$ cat config.mk
export PLATFORM = sky130hd
export DESIGN_NAME = spi_master_arb
export DESIGN_NICKNAME = d
export VERILOG_FILES = /design/src/rtl/spi_pkg.sv /design/src/rtl/rr_arbiter.sv /design/src/rtl/spi_master_arb.sv
export SDC_FILE = /design/constraint.sdc
export NUM_CORES = 1
export LEC_CHECK = 0
export ABC_CLOCK_PERIOD_IN_PS = 2700
export CORE_AREA = 2 2 57 59
export CTS_BUF_LIST = sky130_fd_sc_hd__clkbuf_2 sky130_fd_sc_hd__clkbuf_4 sky130_fd_sc_hd__clkbuf_8
export CTS_CLUSTER_DIAMETER = 100
export DETAILED_ROUTE_END_ITERATION = 7
export DIE_AREA = 0 0 59 61
export DONT_BUFFER_PORTS = 1
export GPL_TIMING_DRIVEN = 0
export PLACE_DENSITY = 0.65
export SLEW_MARGIN = 10
export SYNTH_ARGS = -nofsm -noshare
export SYNTH_HDL_FRONTEND = slang
export SYNTH_HIERARCHICAL = 1
export SYNTH_SLANG_ARGS = --single-unit
$ cat constraint.sdc
create_clock -name clk -period 2.7 [get_ports clk]
set_input_delay 0.27 -clock clk [delete_from_list [all_inputs] [get_ports clk]]
set_output_delay 0.27 -clock clk [all_outputs]
set_load 0.005 [all_outputs]
$ cat src/rtl/spi_pkg.sv
// Shared types and frame constants for the arbitrated SPI master.
package spi_pkg;

    typedef enum logic [2:0] {
        IDLE,
        LEAD,
        SHIFT,
        TRAIL,
        GAP
    } spi_mst_state_t;

    localparam int unsigned SPI_FRAME_BITS    = 8;
    localparam int unsigned SPI_LEAD_PERIODS  = 1;
    localparam int unsigned SPI_TRAIL_PERIODS = 1;
    localparam int unsigned SPI_GAP_PERIODS   = 1;

    // Period counter must cover the longest of lead, data and trail phases.
    localparam int unsigned SPI_BIT_CNT_W = $clog2(SPI_FRAME_BITS);

endpackage

$ cat src/rtl/rr_arbiter.sv
// Combinational round-robin pick: first asserted request at or after ptr.
module rr_arbiter
    import spi_pkg::*;
#(
    parameter int unsigned NUM_REQ = 2,
    parameter int unsigned IDX_W   = $clog2(NUM_REQ)
) (
    input  logic [NUM_REQ-1:0] req,
    input  logic [IDX_W-1:0]   ptr,
    input  logic               en,
    output logic [NUM_REQ-1:0] gnt,
    output logic [IDX_W-1:0]   idx
);

    int unsigned cand;
    logic        found;

    // Scan requesters in modulo order starting at the pointer.
    always_comb begin
        gnt   = '0;
        idx   = '0;
        found = 1'b0;
        cand  = 0;
        for (int unsigned off = 0; off < NUM_REQ; off++) begin
            cand = 32'(ptr) + off;
            if (cand >= NUM_REQ) begin
                cand = cand - NUM_REQ;
            end
            if (en && !found && req[cand]) begin
                found     = 1'b1;
                gnt[cand] = 1'b1;
                idx       = IDX_W'(cand);
            end
        end
    end

endmodule

$ cat src/rtl/spi_master_arb.sv
// Round-robin arbitrated write-only SPI master (optional MISO capture via
// SPI_MASTER_MISO_EN). Frame: lead period, 8 data bits MSB first, trail period,
// then a gap with cs high. mosi changes on sclk rise, slave samples on fall.
module spi_master_arb
    import spi_pkg::*;
#(
    parameter int unsigned NUM_REQ = 2,
    parameter int unsigned DATA_W  = 8,
    parameter int unsigned CLK_DIV = 4
) (
    input  logic                      clk,
    input  logic                      rst,
    input  logic [NUM_REQ-1:0]        req,
    input  logic [NUM_REQ*DATA_W-1:0] tx_data,
    output logic [NUM_REQ-1:0]        gnt,
    output logic [NUM_REQ-1:0]        done,
    output logic                      busy,
    output logic                      sclk,
    output logic                      mosi,
    output logic                      cs
`ifdef SPI_MASTER_MISO_EN
    ,
    input  logic                      miso,
    output logic [DATA_W-1:0]         rx_data
`endif
);

    localparam int unsigned IDX_W   = $clog2(NUM_REQ);
    localparam int unsigned GAP_CYC = 2 * CLK_DIV * SPI_GAP_PERIODS;
    localparam int unsigned CNT_W   = $clog2(GAP_CYC);
    localparam int unsigned BC_W    = SPI_BIT_CNT_W;

    spi_mst_state_t     state, state_d;
    logic [CNT_W-1:0]   cnt, cnt_d;
    logic [BC_W-1:0]    bit_cnt, bit_cnt_d;
    logic [DATA_W-1:0]  sr, sr_d;
    logic [IDX_W-1:0]   owner, owner_d;
    logic [IDX_W-1:0]   ptr, ptr_d;
    logic [NUM_REQ-1:0] gnt_d, done_d;
    logic               busy_d, sclk_d, mosi_d, cs_d;
`ifdef SPI_MASTER_MISO_EN
    logic [DATA_W-1:0]  rx_sr, rx_sr_d;
    logic [DATA_W-1:0]  rx_data_d;
`endif

    logic               arb_en;
    logic [NUM_REQ-1:0] arb_gnt;
    logic [IDX_W-1:0]   arb_idx;
    logic               half_end;

    assign arb_en   = (state == IDLE);
    assign half_end = (cnt == CNT_W'(CLK_DIV - 1));

    rr_arbiter #(
        .NUM_REQ (NUM_REQ),
        .IDX_W   (IDX_W)
    ) u_arb (
        .req (req),
        .ptr (ptr),
        .en  (arb_en),
        .gnt (arb_gnt),
        .idx (arb_idx)
    );

    // State and output registers.
    always_ff @(posedge clk) begin
        if (rst) begin
            state   <= IDLE;
            cnt     <= '0;
            bit_cnt <= '0;
            sr      <= '0;
            owner   <= '0;
            ptr     <= '0;
            gnt     <= '0;
            done    <= '0;
            busy    <= 1'b0;
            sclk    <= 1'b0;
            mosi    <= 1'b0;
            cs      <= 1'b1;
`ifdef SPI_MASTER_MISO_EN
            rx_sr   <= '0;
            rx_data <= '0;
`endif
        end else begin
            state   <= state_d;
            cnt     <= cnt_d;
            bit_cnt <= bit_cnt_d;
            sr      <= sr_d;
            owner   <= owner_d;
            ptr     <= ptr_d;
            gnt     <= gnt_d;
            done    <= done_d;
            busy    <= busy_d;
            sclk    <= sclk_d;
            mosi    <= mosi_d;
            cs      <= cs_d;
`ifdef SPI_MASTER_MISO_EN
            rx_sr   <= rx_sr_d;
            rx_data <= rx_data_d;
`endif
        end
    end

    // Next-state and next-output logic.
    always_comb begin
        state_d   = state;
        cnt_d     = cnt;
        bit_cnt_d = bit_cnt;
        sr_d      = sr;
        owner_d   = owner;
        ptr_d     = ptr;
        gnt_d     = '0;
        done_d    = '0;
        busy_d    = busy;
        sclk_d    = sclk;
        mosi_d    = mosi;
        cs_d      = cs;
`ifdef SPI_MASTER_MISO_EN
        rx_sr_d   = rx_sr;
        rx_data_d = rx_data;
`endif
        case (state)
            IDLE: begin
                if (|arb_gnt) begin
                    gnt_d     = arb_gnt;
                    sr_d      = tx_data[arb_idx*DATA_W +: DATA_W];
                    owner_d   = arb_idx;
                    ptr_d     = (arb_idx == IDX_W'(NUM_REQ - 1)) ? '0 : arb_idx + IDX_W'(1);
                    cs_d      = 1'b0;
                    busy_d    = 1'b1;
                    sclk_d    = 1'b0;
                    mosi_d    = 1'b0;
                    cnt_d     = '0;
                    bit_cnt_d = '0;
                    state_d   = LEAD;
                end
            end
            LEAD, SHIFT, TRAIL: begin
                if (!half_end) begin
                    cnt_d = cnt + CNT_W'(1);
                end else begin
                    cnt_d = '0;
                    if (!sclk) begin
                        // Rising edge: present the next bit (zero outside SHIFT).
                        sclk_d = 1'b1;
                        if (state == SHIFT) begin
                            mosi_d = sr[DATA_W-1];
                            sr_d   = {sr[DATA_W-2:0], 1'b0};
                        end else begin
                            mosi_d = 1'b0;
                        end
                    end else begin
                        // Falling edge: close out the period.
                        sclk_d = 1'b0;
                        case (state)
                            LEAD: begin
                                if (bit_cnt == BC_W'(SPI_LEAD_PERIODS - 1)) begin
                                    bit_cnt_d = '0;
                                    state_d   = SHIFT;
                                end else begin
                                    bit_cnt_d = bit_cnt + BC_W'(1);
                                end
                            end
                            SHIFT: begin
`ifdef SPI_MASTER_MISO_EN
                                rx_sr_d = {rx_sr[DATA_W-2:0], miso};
`endif
                                if (bit_cnt == BC_W'(SPI_FRAME_BITS - 1)) begin
                                    bit_cnt_d = '0;
                                    state_d   = TRAIL;
                                end else begin
                                    bit_cnt_d = bit_cnt + BC_W'(1);
                                end
                            end
                            TRAIL: begin
                                if (bit_cnt == BC_W'(SPI_TRAIL_PERIODS - 1)) begin
                                    bit_cnt_d     = '0;
                                    done_d[owner] = 1'b1;
                                    cs_d          = 1'b1;
                                    state_d       = GAP;
`ifdef SPI_MASTER_MISO_EN
                                    rx_data_d     = rx_sr;
`endif
                                end else begin
                                    bit_cnt_d = bit_cnt + BC_W'(1);
                                end
                            end
                            default: begin
                                state_d = IDLE;
                            end
                        endcase
                    end
                end
            end
            GAP: begin
                if (cnt == CNT_W'(GAP_CYC - 1)) begin
                    cnt_d   = '0;
                    busy_d  = 1'b0;
                    state_d = IDLE;
                end else begin
                    cnt_d = cnt + CNT_W'(1);
                end
            end
            default: begin
                state_d = IDLE;
            end
        endcase
    end

endmodule

# [Word-level counts from Yosys, hierarchy flattened]
# Cells that the tools add are included.
# W data, S select, Z words.
[op_classes] n_eq_ne=19 n_shift=1 n_bitwise=8 order_cmp=8 reduce_logical=26 mux=58 addsub=6
[ops] operator="$ge A32 B1 Y1 const B" count=2
[ops] operator="$lt A32 B2 Y1 const B" count=2
[ops] operator="$mux W32" count=2
[ops] operator="$mux W3" count=14
[ops] operator="$ge A32 B2 Y1 const B" count=1
[ops] operator="$mux W8" count=4
[ops] operator="$sub A32 B2 Y32 const B" count=1
[ops] operator="$pmux W3 S3" count=3
[ops] operator="$mux W1" count=23
[ops] operator="$ne A2 B2 Y1 const B" count=8
[ops] operator="$pmux W8 S2" count=1
[ops] operator="$shiftx A16 B5 Y8" count=1
[ops] operator="$ne A3 B3 Y1 const B" count=4
[ops] operator="$pmux W3 S2" count=2
[ops] operator="$reduce_and A5 Y1" count=2
[ops] operator="$eq A3 B2 Y1 const B" count=3
[ops] operator="$eq A3 B3 Y1 const B" count=3
[ops] operator="$pmux W1 S2" count=4
[ops] operator="$not A1 Y1" count=7
[ops] operator="$reduce_and A7 Y1" count=1
[ops] operator="$add A3 B1 Y3 const B" count=2
[ops] operator="$logic_and A1 B1 Y1" count=6
[ops] operator="$logic_not A3 Y1" count=2
[ops] operator="$reduce_and A3 Y1" count=2
[ops] operator="other kinds (19)" count=26
[totals] output_inout_bits=8 in_bits=20 regBits=27

# [Depth between registers and ports, before layout]
[depth] word_depth=13 depth_mapped=10

# [By module]
# Netlist, hierarchy kept.
[modules_own_cells] module="spi_master_arb" seq_area_each_um2=540.5 cells_per_inst=166 area_each_um2=1415.1 n_inst=1
[modules_own_cells] module="rr_arbiter" seq_area_each_um2=0.0 cells_per_inst=6 area_each_um2=26.3 n_inst=1

# [Worst setup path after synthesis]
# OpenSTA, ideal clock, no wires.
[synth_path] kind="register to register" from="reg state[2]" to="reg sr[6]" t_arrival_ps=2116 path_stages_with_launch=11 setup_slack_ps=452 path_cell_list="dfxtp_1 > clkbuf_1 > clkbuf_1 > nor2_1 > nand2_1 > a21oi_1 > nor3_1 > a2111oi_2 > clkbuf_1 > nand2b_1 > a21oi_1"
[synth_between] elab_chain_len=10 word_cells_on_any_way=25 cone_classes="eq/ne (7); shift (1); mux (7); bitwise (1); reduce/logical (9)"
[synth_lines] element="start: declaration" line="spi_master_arb.sv:33" source="spi_mst_state_t state, state_d;"
[synth_lines] element="start signal: assignment" line="spi_master_arb.sv:85" source="state <= state_d;"
[synth_lines] element="$logic_not A3 Y1 *" line="spi_master_arb.sv:51" source="assign arb_en = (state == IDLE);"
[synth_lines] element="named net arb_en" line="spi_master_arb.sv:46" source="logic arb_en;"
[synth_lines] element="$logic_and A1 B1 Y1" line="rr_arbiter.sv:29" source="if (en && !found && req[cand]) begin"
[synth_lines] element="$mux W1" line="rr_arbiter.sv:29"
[synth_lines] element="$logic_not A1 Y1" line="rr_arbiter.sv:29"
[synth_lines] element="$logic_and A1 B1 Y1 (2 in a row)" line="rr_arbiter.sv:29"
[synth_lines] element="$mux W2 *" line="rr_arbiter.sv:29"
[synth_lines] element="named net arb_gnt[1]" line="spi_master_arb.sv:47" source="logic [NUM_REQ-1:0] arb_gnt;"
[synth_lines] element="$reduce_or A2 Y1 *" line="spi_master_arb.sv:124" source="if (|arb_gnt) begin"
[synth_lines] element="$ne A2 B2 Y1 (no source line) *"
[synth_lines] element="$reduce_and A5 Y1 (no source line) *"
[synth_lines] element="end signal: assignment" line="spi_master_arb.sv:88" source="sr <= sr_d;"
[synth_lines] element="end: declaration" line="spi_master_arb.sv:36" source="logic [DATA_W-1:0] sr, sr_d;"
# Mark *: on every way through the listed nets, which the timed path passes. The rest lies on a longest branch. The select of a mux whose other input is x is not followed.
# A chain may end at the register's enable or synchronous reset.

# [Worst setup path after layout]
[layout_path] from="reg state[2]" to="reg cnt[0]"
[layout_between] elab_chain_len=10 word_cells_on_any_way=19 cone_classes="eq/ne (5); mux (4); bitwise (1); reduce/logical (9)"
[layout_lines] element="$logic_not A3 Y1 *" line="spi_master_arb.sv:51"
[layout_lines] element="named net arb_en" line="spi_master_arb.sv:46"
[layout_lines] element="$logic_and A1 B1 Y1" line="rr_arbiter.sv:29"
[layout_lines] element="$mux W1" line="rr_arbiter.sv:29"
[layout_lines] element="$logic_not A1 Y1" line="rr_arbiter.sv:29"
[layout_lines] element="$logic_and A1 B1 Y1 (2 in a row)" line="rr_arbiter.sv:29"
[layout_lines] element="$mux W2 *" line="rr_arbiter.sv:29"
[layout_lines] element="named net arb_gnt[1]" line="spi_master_arb.sv:47"
[layout_lines] element="$reduce_or A2 Y1 *" line="spi_master_arb.sv:124"
[layout_lines] element="$ne A2 B2 Y1 (no source line) *"
[layout_lines] element="$reduce_and A2 Y1 (no source line) *"
[layout_lines] element="end signal: assignment" line="spi_master_arb.sv:86" source="cnt <= cnt_d;"
[layout_lines] element="end: declaration" line="spi_master_arb.sv:34" source="logic [CNT_W-1:0] cnt, cnt_d;"
# Mark *: on every way through the listed nets, which the timed path passes. The rest lies on a longest branch.

==> key figures <==
Synthesis
  – Synth top cells by count: 27 x dfxtp_1, 18 x a21oi_1, 15 x nand2_1, 14 x nor2_1, 11 x nand2b_1
  – Count of cell types in the netlist: 34
  – Top cell type's share of synthesized area: 37.5%
  – Post-synth EDFFs: 0
  – Cell accounting for the most synthesized area: dfxtp_1
  – Area contributors post-synth: dfxtp_1 38%, a21oi_1 6.3%, mux2i_1 6.3%
  – Yosys warnings: 6
  – Register area share after synthesis: 37.5%
  – Syn_area_per_cell: 8.38 um^2
  – Total nets after synthesis: 199
  – Number of synthesized register bits: 27
  – Synth Cell Area: roughly 1400 um^2
  – Most frequent cell after synthesis: dfxtp_1
  – Post-synth top flop: dfxtp_1
  – Post-Syn Instances: 172
  – Ys async rst share: 0%

Power and ir drop
  – Clock Power Share: 14.4%
  – Switching Fraction: 39.4%
  – Flop pwr share: between 40% and 50%
  – Pwr/cell area: 839 nW/um^2
  – Gate power share: 44.5%
  – Int Power: ~0.78 mW
  – Max VDD drop: between 0.4 and 0.5 mV
  – Sw Pwr: 0.509 mW
  – LEAKAGE: 0.570 nW

STA
  – Normalized max-slew margin: 52.9%
  – RSZ-0062 raised after global routing: false
  – Post-route clock period utilization: 95.1%
  – Actual slew at the worst max-slew pin: 701 ps
  – Final Skew: 9.86 ps
  – Minimum clock period: 2570 ps
  – Final Setup Violations: 0
  – Max Slew Vio Count: 0
  – Final Worst Setup Slack: 132 ps
  – TNS Setup: 0 ps
  – Max Fclk: 0.389 GHz
  – Final hold violation count: 0

Final layout
  – Fill count: ~290
  – Layout area overhead: 6.86%
  – Number of diodes: 0
  – Finished Cell Area: 1540 um^2
  – Layout cell share with drive strength beyond 1: around 8.5%
  – Final #Nets: about 200

Routing
  – First drt pass iteration count: 4
  – DRT Wirelength: 3.06 mm
  – Total number of vias: 1234
  – DRT iter0 DRCs: 35
  – Drt via density: 5.90
  – Antenna-violating nets left: 0
  – DR WL/cell: 14.6 um
  – Residual DRC: 0

Die
  – Core area: 2950 um^2
  – Die width: 59 um
  – Die span in y: 61 um
  – Die Area: 3600 um^2
  – Top Ports: 28
  – Starting density of the core: approximately 49%
  – # rows: 20

Critical path
  – CP arrival: approximately 2900 ps
  – CP Class: reg2reg
  – Critical Path Fanout Max: 10
  – Worst Setup End Kind: register
  – Crit path required time: ~3000 ps
  – Startpoint types: register

Global routing
  – Gr ovfl total: 0
  – Largest net degree at the start of global routing: 17
  – Vias in the first global route: 1091
  – Global-route wire length before repair: 4.84 mm
  – Gr usage total: 17.4%
  – Initial antenna violation count: 0

Min path
  – Worst min-delay path category: in2reg

Placed design
  – Place WS: -121 ps
  – DP Area: 1480 um^2
  – Number of port buffers: 0
  – Final GP Congestion: 0.868
  – Post-DP HPWL: 2.24 mm

Clock tree
  – CTS Hold Bufs: 0
  – Clk slew on worst S/H paths: 160 ps
  – Clock Tree Buf Depth: 2
  – Clk_lat worst skew: 330 ps
  – CTS tree: built
  – H-Tree Depth: 1
  – Root buffer cell: clkbuf_4
  – CTS Sinks: 27
  – TritonCTS Buffers: 3

Run status
  – Status: complete, no violations

Flow run
  – Max-cap violations: 0
## worst max-delay path, stage by stage, from the launching register on
cell,delay [ps]
dfxtp_1,470
clkbuf_1,360
clkbuf_2,300
nor2_2,90
nand2_1,90
a21oi_2,60
or4_1,540
o21ai_0,360
mux2i_1,150
nor2_1,110
## cells by family after synthesis
logic type	synth area share [%]
simple gates	22.1
compound gates	20.4
flops	37.5
buf+inv	5.03
mux	8.85
fa+ha+maj	6.08
## path summary, 6_finish.rpt
check	from	end	slack (ps)	depth (start not counted)
setup reg to reg	state[2]$_SDFFE_PP0P_	cnt[0]$_SDFFE_PP0P_	130	9
setup / recovery	state[2]$_SDFFE_PP0P_	cnt[0]$_SDFFE_PP0P_	130	9
hold / removal	req[0]	gnt[1]$_SDFF_PP0_	160	2
hold reg to reg	owner$_SDFFE_PP0N_	done[0]$_SDFF_PP0_	460	1
## stage by stage
step	hold slack [ps]	cells	power [mW]	utilization, %
detailed placement	443	205	1.09	50.2
CTS	187	209	1.29	51.7
floorplan	416	172	0.974	-
global placement	428	205	1.07	50.2
global route	148	209	1.39	52.2
finish	156	209	1.29	52.2
## layout make-up
class,instances,area [um^2],area share (%)
Multi-Input combinational cell,126,851,55.2
Sequential cell,27,541,35.1
Buffer,11,47.5,3.09
Tap cell,33,41.3,2.68
Inverter,8,30.0,1.95
Clock buffer,3,22.5,1.46
Clock inverter,1,7.51,0.487
## placed cells by master, fill, tap and decap left out, types with 2 or more instances in the layout
cell type	netlist	routed
a21oi_1	18	16
a21oi_2	0	2
a22oi_1	4	4
and3_1	3	3
clkbuf_1	9	7
clkbuf_4	0	4
dfxtp_1	27	27
ha_1	7	7
inv_1	8	8
mux2_2	2	2
mux2i_1	9	9
nand2_1	15	15
nand2b_1	11	11
nand4b_1	2	2
nor2_1	14	13
nor3_1	3	3
nor3b_1	2	2
o211ai_1	7	7
o21ai_0	9	9
o21bai_1	2	2
or4_1	5	5
## metal layers
metal	GRT usage, %	up-vias	wire length (um)
li1	-	620	-
met1	22.8	578	1430
met2	28.1	30	1490
met3	2.56	6	114
met4	8.77	0	31
met5	0	-	0
## repair_timing
item                       4_1_cts  5_1_grt
buffers inserted                 0        0
gates resized for setup          3        5
hold endpoints to repair         0        0
setup endpoints to repair       11       17
## power groups by stage
| stage | registers, mW | logic [mW] | clock network, mW |
|---|---|---|---|
| floorplan | 0.524 | 0.450 | 0 |
| global placement | 0.533 | 0.534 | 0 |
| detailed placement | 0.538 | 0.553 | 0 |
| CTS | 0.532 | 0.567 | 0.190 |
| global route | 0.543 | 0.640 | 0.203 |
| finish | 0.532 | 0.575 | 0.186 |
## registers in the layout (all words and copies together), names as in the netlist
signal	count
sr	8
bit_cnt	3
cnt	3
state	3
done	2
gnt	2
busy	1
cs	1
mosi	1
owner	1
ptr	1
sclk	1
Note: power is estimated with default switching activity, not from simulation.
==> edit 1 (same flow settings) <==
The parameter `CLK_DIV` goes from 4 to 8.
--- a/src/rtl/spi_master_arb.sv
+++ b/src/rtl/spi_master_arb.sv
@@ -6,7 +6,7 @@
 #(
     parameter int unsigned NUM_REQ = 2,
     parameter int unsigned DATA_W  = 8,
-    parameter int unsigned CLK_DIV = 4
+    parameter int unsigned CLK_DIV = 8
 ) (
     input  logic                      clk,
     input  logic                      rst,
Check against the original RTL: not equivalent (a bounded check fails within 10 cycles, from zero or initial values and one cycle with rst high).
==> edit 1 against the unedited design <==
- critical path type unchanged
- design area grew 2.3%
- clock skew shrank 0.0077 ns
- count of clock-buffer cells in the layout is the same
- sequential cell count grew 1
- total power grew 12%
- synthesized cell count grew 4.7%
- synthesized area grew 4.9%
- setup slack gained 0.37 ns
- die area is the same
- global-route usage grew 3.1 points
- sequential power grew 7.1%
- wire length grew 12%
==> edit 1: results (changes against the unedited design) <==
run_status:
  status: "finished, final reports clean"  # unchanged
route:
  totalWireLength_um: 3420  # was 3060 um
  wl_met3_um: 165  # was 114 um
  viasPerCell: 6.43  # was 5.90
  wire_per_inst_um: 15.8  # was 14.6 um
  drt_iter0_markers: 78  # was 35
  wl_met1_um: 1480  # was 1430 um
global_routing:
  grt_use_met2: 0.359  # was 0.281
  grt_antenna_before_repair: 0  # unchanged
  use_met3: 0.0277  # was 0.0256
  grt_pass1_vias: 1191  # was 1,091
  grt_pass1_wl_um: 5600  # was 4840 um
  grt_max_degree: 15  # was 17
  grtUsageTotal: 0.205  # was 0.174
  met1_usage: 0.252  # was 0.228
placement:
  dp_hpwl_um: 2560  # was 2240 um
  dpl_worst_slack_ns: 0.569  # was -0.121 ns
  gp_congestion: 0.847  # was 0.868
  placed_cell_area_um2: 1550  # was 1480 um2
synth:
  synth-seq-area-share: 0.371  # was 0.375
  synth.area.top_cells: "dfxtp_1 (37%), a21oi_1 (6.3%), o2111ai_1 (5.2%)"  # was dfxtp_1 (38%), a21oi_1 (6.3%), mux2i_1 (6.3%)
  yosysWarningCount: 6  # unchanged
  syn_inst: 180  # was 172
  ys_types: 49  # was 34
layout:
  fillers: 299  # was 291
  nets: 209  # was 204
  drive_gt1_frac: 0.104  # was 0.0852
worst_setup_path:
  worst_path_max_delay_cell: "a2bb2oi_1"  # was or4_1
  critPathArrivalTime_ns: 2.47  # was 2.86 ns
  crit_fanout: 8  # was 10
  cp_top_family: "compound AO/OA/AOI/OAI gates"  # was simple AND/OR/NAND/NOR gates
  r2r_start: "state[0]"  # was state[2]
  max_stage_delay_ns: 0.51  # was 0.54 ns
power_and_ir_drop:
  p_clk_uw: 173  # was 186 uW
  p_per_area_nw_per_um2: 916  # was 839 nW/um2
  power_leakage_nw: 0.581  # was 0.570 nW
  ir_drop_mv: 0.401  # was 0.403 mV
  pg_seq_uw: 570  # was 532 uW
clock_network:
  path_clk_slew_ns: 0.14  # was 0.16 ns
  cts_resized: 0  # was 3
hold_path:
  hp-class: "primary input to flop"  # unchanged
  worstHoldStart: "req[1]"  # was req[0]
sta:
  slew_headroom: 0.601  # was 0.529
  clock_skew_ns: 0.00218  # was 0.00986 ns
==> edit 1: changes by cell type after synthesis, sizes merged, moves of 4 or more <==
cell     change
clkbuf       -4
or4          -4
o211ai       -6
buf          +4
o22ai        +4
nand2b      -10
o2111ai      +9
nand2        +5
==> edit 1: final cells by class <==
type	count	area [um2]	area share
buffer	11	57.6	0.0365
clock buffer	3	22.5	0.0143
inverter	8	30.0	0.0191
multi-input combinational	133	863	0.548
sequential	28	561	0.356
tap	33	41.3	0.0262
==> edit 1: final timing paths <==
check,slack (ns),to,cells past startpoint
worst max-delay path,0.50,sr[1],9
worst min register to register,0.45,done[0],1
worst max register to register,0.50,sr[1],9
worst min-delay path,0.16,gnt[0],2
==> edit 1: cell families after synthesis <==
kind of cell,count (synthesis),synth area share
mux,8,0.0538
buf+inv,19,0.0580
simple gates,57,0.190
compound gates,63,0.287
flops,28,0.371
fa+ha+maj,5,0.0397
==> edit 2 (same flow settings) <==
Without the edit above. Make the reset (`rst`) asynchronous in one clocked block.
--- a/src/rtl/spi_master_arb.sv
+++ b/src/rtl/spi_master_arb.sv
@@ -63,7 +63,7 @@
     );
 
     // State and output registers.
-    always_ff @(posedge clk) begin
+    always_ff @(posedge clk or posedge rst) begin
         if (rst) begin
             state   <= IDLE;
             cnt     <= '0;
Check against the original RTL: differs if rst is asserted again (counterexample within 4 cycles, from zero or initial values and one cycle with rst high); with rst held inactive, the same outputs for 10 cycles.
==> edit 2 against the unedited design <==
- setup slack better by 0.10 ns
- wire length down 6.1%
- sequential cell count unchanged
- worst hold slack worse by 0.10 ns
- design area up 4.3%
- via count down 7.5%
- synthesized area up 6.5%
Power is not compared: it rests on default switching activity, and its combinational part moved more than twofold at a synthesized area within 25%.
==> edit 2: results (changes against the unedited design) <==
placement:
  placed_cell_area_um2: 1580  # was 1480 um2
  io_buffer_count: 0  # unchanged
  dp_hpwl_um: 2120  # was 2240 um
  dpl_worst_slack_ns: 0.250  # was -0.121 ns
  gp_congestion: 0.803  # was 0.868
route:
  num_vias: 1141  # was 1,234
  drt_iter0_markers: 56  # was 35
  wire_per_inst_um: 15.4  # was 14.6 um
synth:
  syn_inst: 150  # was 172
  synth-seq-area-share: 0.441  # was 0.375
  yosysWarningCount: 6  # unchanged
  yosys-top-cells-count: "dfrtp_1 (26), nand2_1 (17), a21oi_1 (9), mux2_2 (9), inv_1 (8)"  # was dfxtp_1 (27), a21oi_1 (18), nand2_1 (15)
  ys_types: 40  # was 34
  synth.area.top_cells: "dfrtp_1 (42%), mux2_2 (6.6%), ha_1 (5.7%)"  # was dfxtp_1 (38%), a21oi_1 (6.3%), mux2i_1 (6.3%)
  async_flop_share: 1.00  # was 0
global_routing:
  grt_pass1_wl_um: 5000  # was 4840 um
  grt_max_degree: 28  # was 17
  grtUsageTotal: 0.186  # was 0.174
  grt_pass1_vias: 1108  # was 1,091
worst_setup_path:
  cp-startpoint: "state[1]"  # was state[2]
  r2r_end: "sr[5]"  # was cnt[0]
  r2r_cells: 10  # was 9
  worst_setup_path_end_kind: "flop"  # unchanged
  critPathArrivalTime_ns: 2.72  # was 2.86 ns
layout:
  final_cells: 187  # was 209
  clkCellAreaFrac: 0.0187  # was 0.0195
  clock_buffers: 4  # was 3
  final_util: 0.544  # was 0.522
  regArea_um2: 677  # was 541 um2
  multiInputGateArea_um2: 768  # was 851 um2
  regMostFlops: "sr"  # unchanged
  num-nonclk-buffers: 9  # was 11
  drive_gt1_frac: 0.188  # was 0.0852
  nets: 182  # was 204
  fillers: 276  # was 291
  multi_input_cells: 106  # was 126
  buffer_area_frac: 0.0374  # was 0.0309
hold_path:
  hp-class: "primary input to asynchronous set/reset pin"  # was primary input to flop
power_and_ir_drop:
  ir_drop_mv: 0.165
sta:
  worst_slew_pin_slew_ns: 0.995  # was 0.701 ns
  hold_ws_ns: 0.0520  # was 0.156 ns
  setup_ws_ns: 0.235  # was 0.132 ns
  clock_skew_ns: 0.00206  # was 0.00986 ns
run_status:
  status: "finished, final reports clean"  # unchanged
clock_network:
  clockBufferDepth: 2  # unchanged
  cts_resized: 0  # was 3
  path_clk_slew_ns: 0.14  # was 0.16 ns
  cts_setup_buffers: 0  # unchanged
floorplan:
  tapCellCount: 33  # unchanged
==> edit 2: critical path, stage by stage (launching register included) <==
cell and delay (ns):
dfrtp_1 0.47, buf_6 0.17, nor3_2 0.32, nand2_1 0.12, a21oi_1 0.29, or2_1 0.15, buf_2 0.16, o21a_1 0.14
buf_6 0.14, o31a_2 0.25, a2bb2oi_1 0.18
==> edit 2: power by group <==
part	internal [mW]	switching, mW
clock network	0.0679	0.115
registers	0.405	0
logic	0.00471	0.00890
total	0.477	0.124
==> edit 2: routing by layer <==
metal | part of all wire | GRT usage | vias to the layer above
met5 | 0 | 0 | -
li1 | - | - | 546
met2 | 0.49 | 0.305 | 27
met3 | 0.039 | 0.0277 | 5
met4 | 0.017 | 0.0844 | 0
met1 | 0.46 | 0.244 | 563
==> edit 2: kinds of logic (layout without fill, tap and decap cells) <==
group	after synthesis	after routing	synth area share
mux	14	14	0.105
fa+ha+maj	7	7	0.0570
flops	27	27	0.441
simple gates	46	46	0.166
buf+inv	17	21	0.0587
compound gates	39	39	0.172
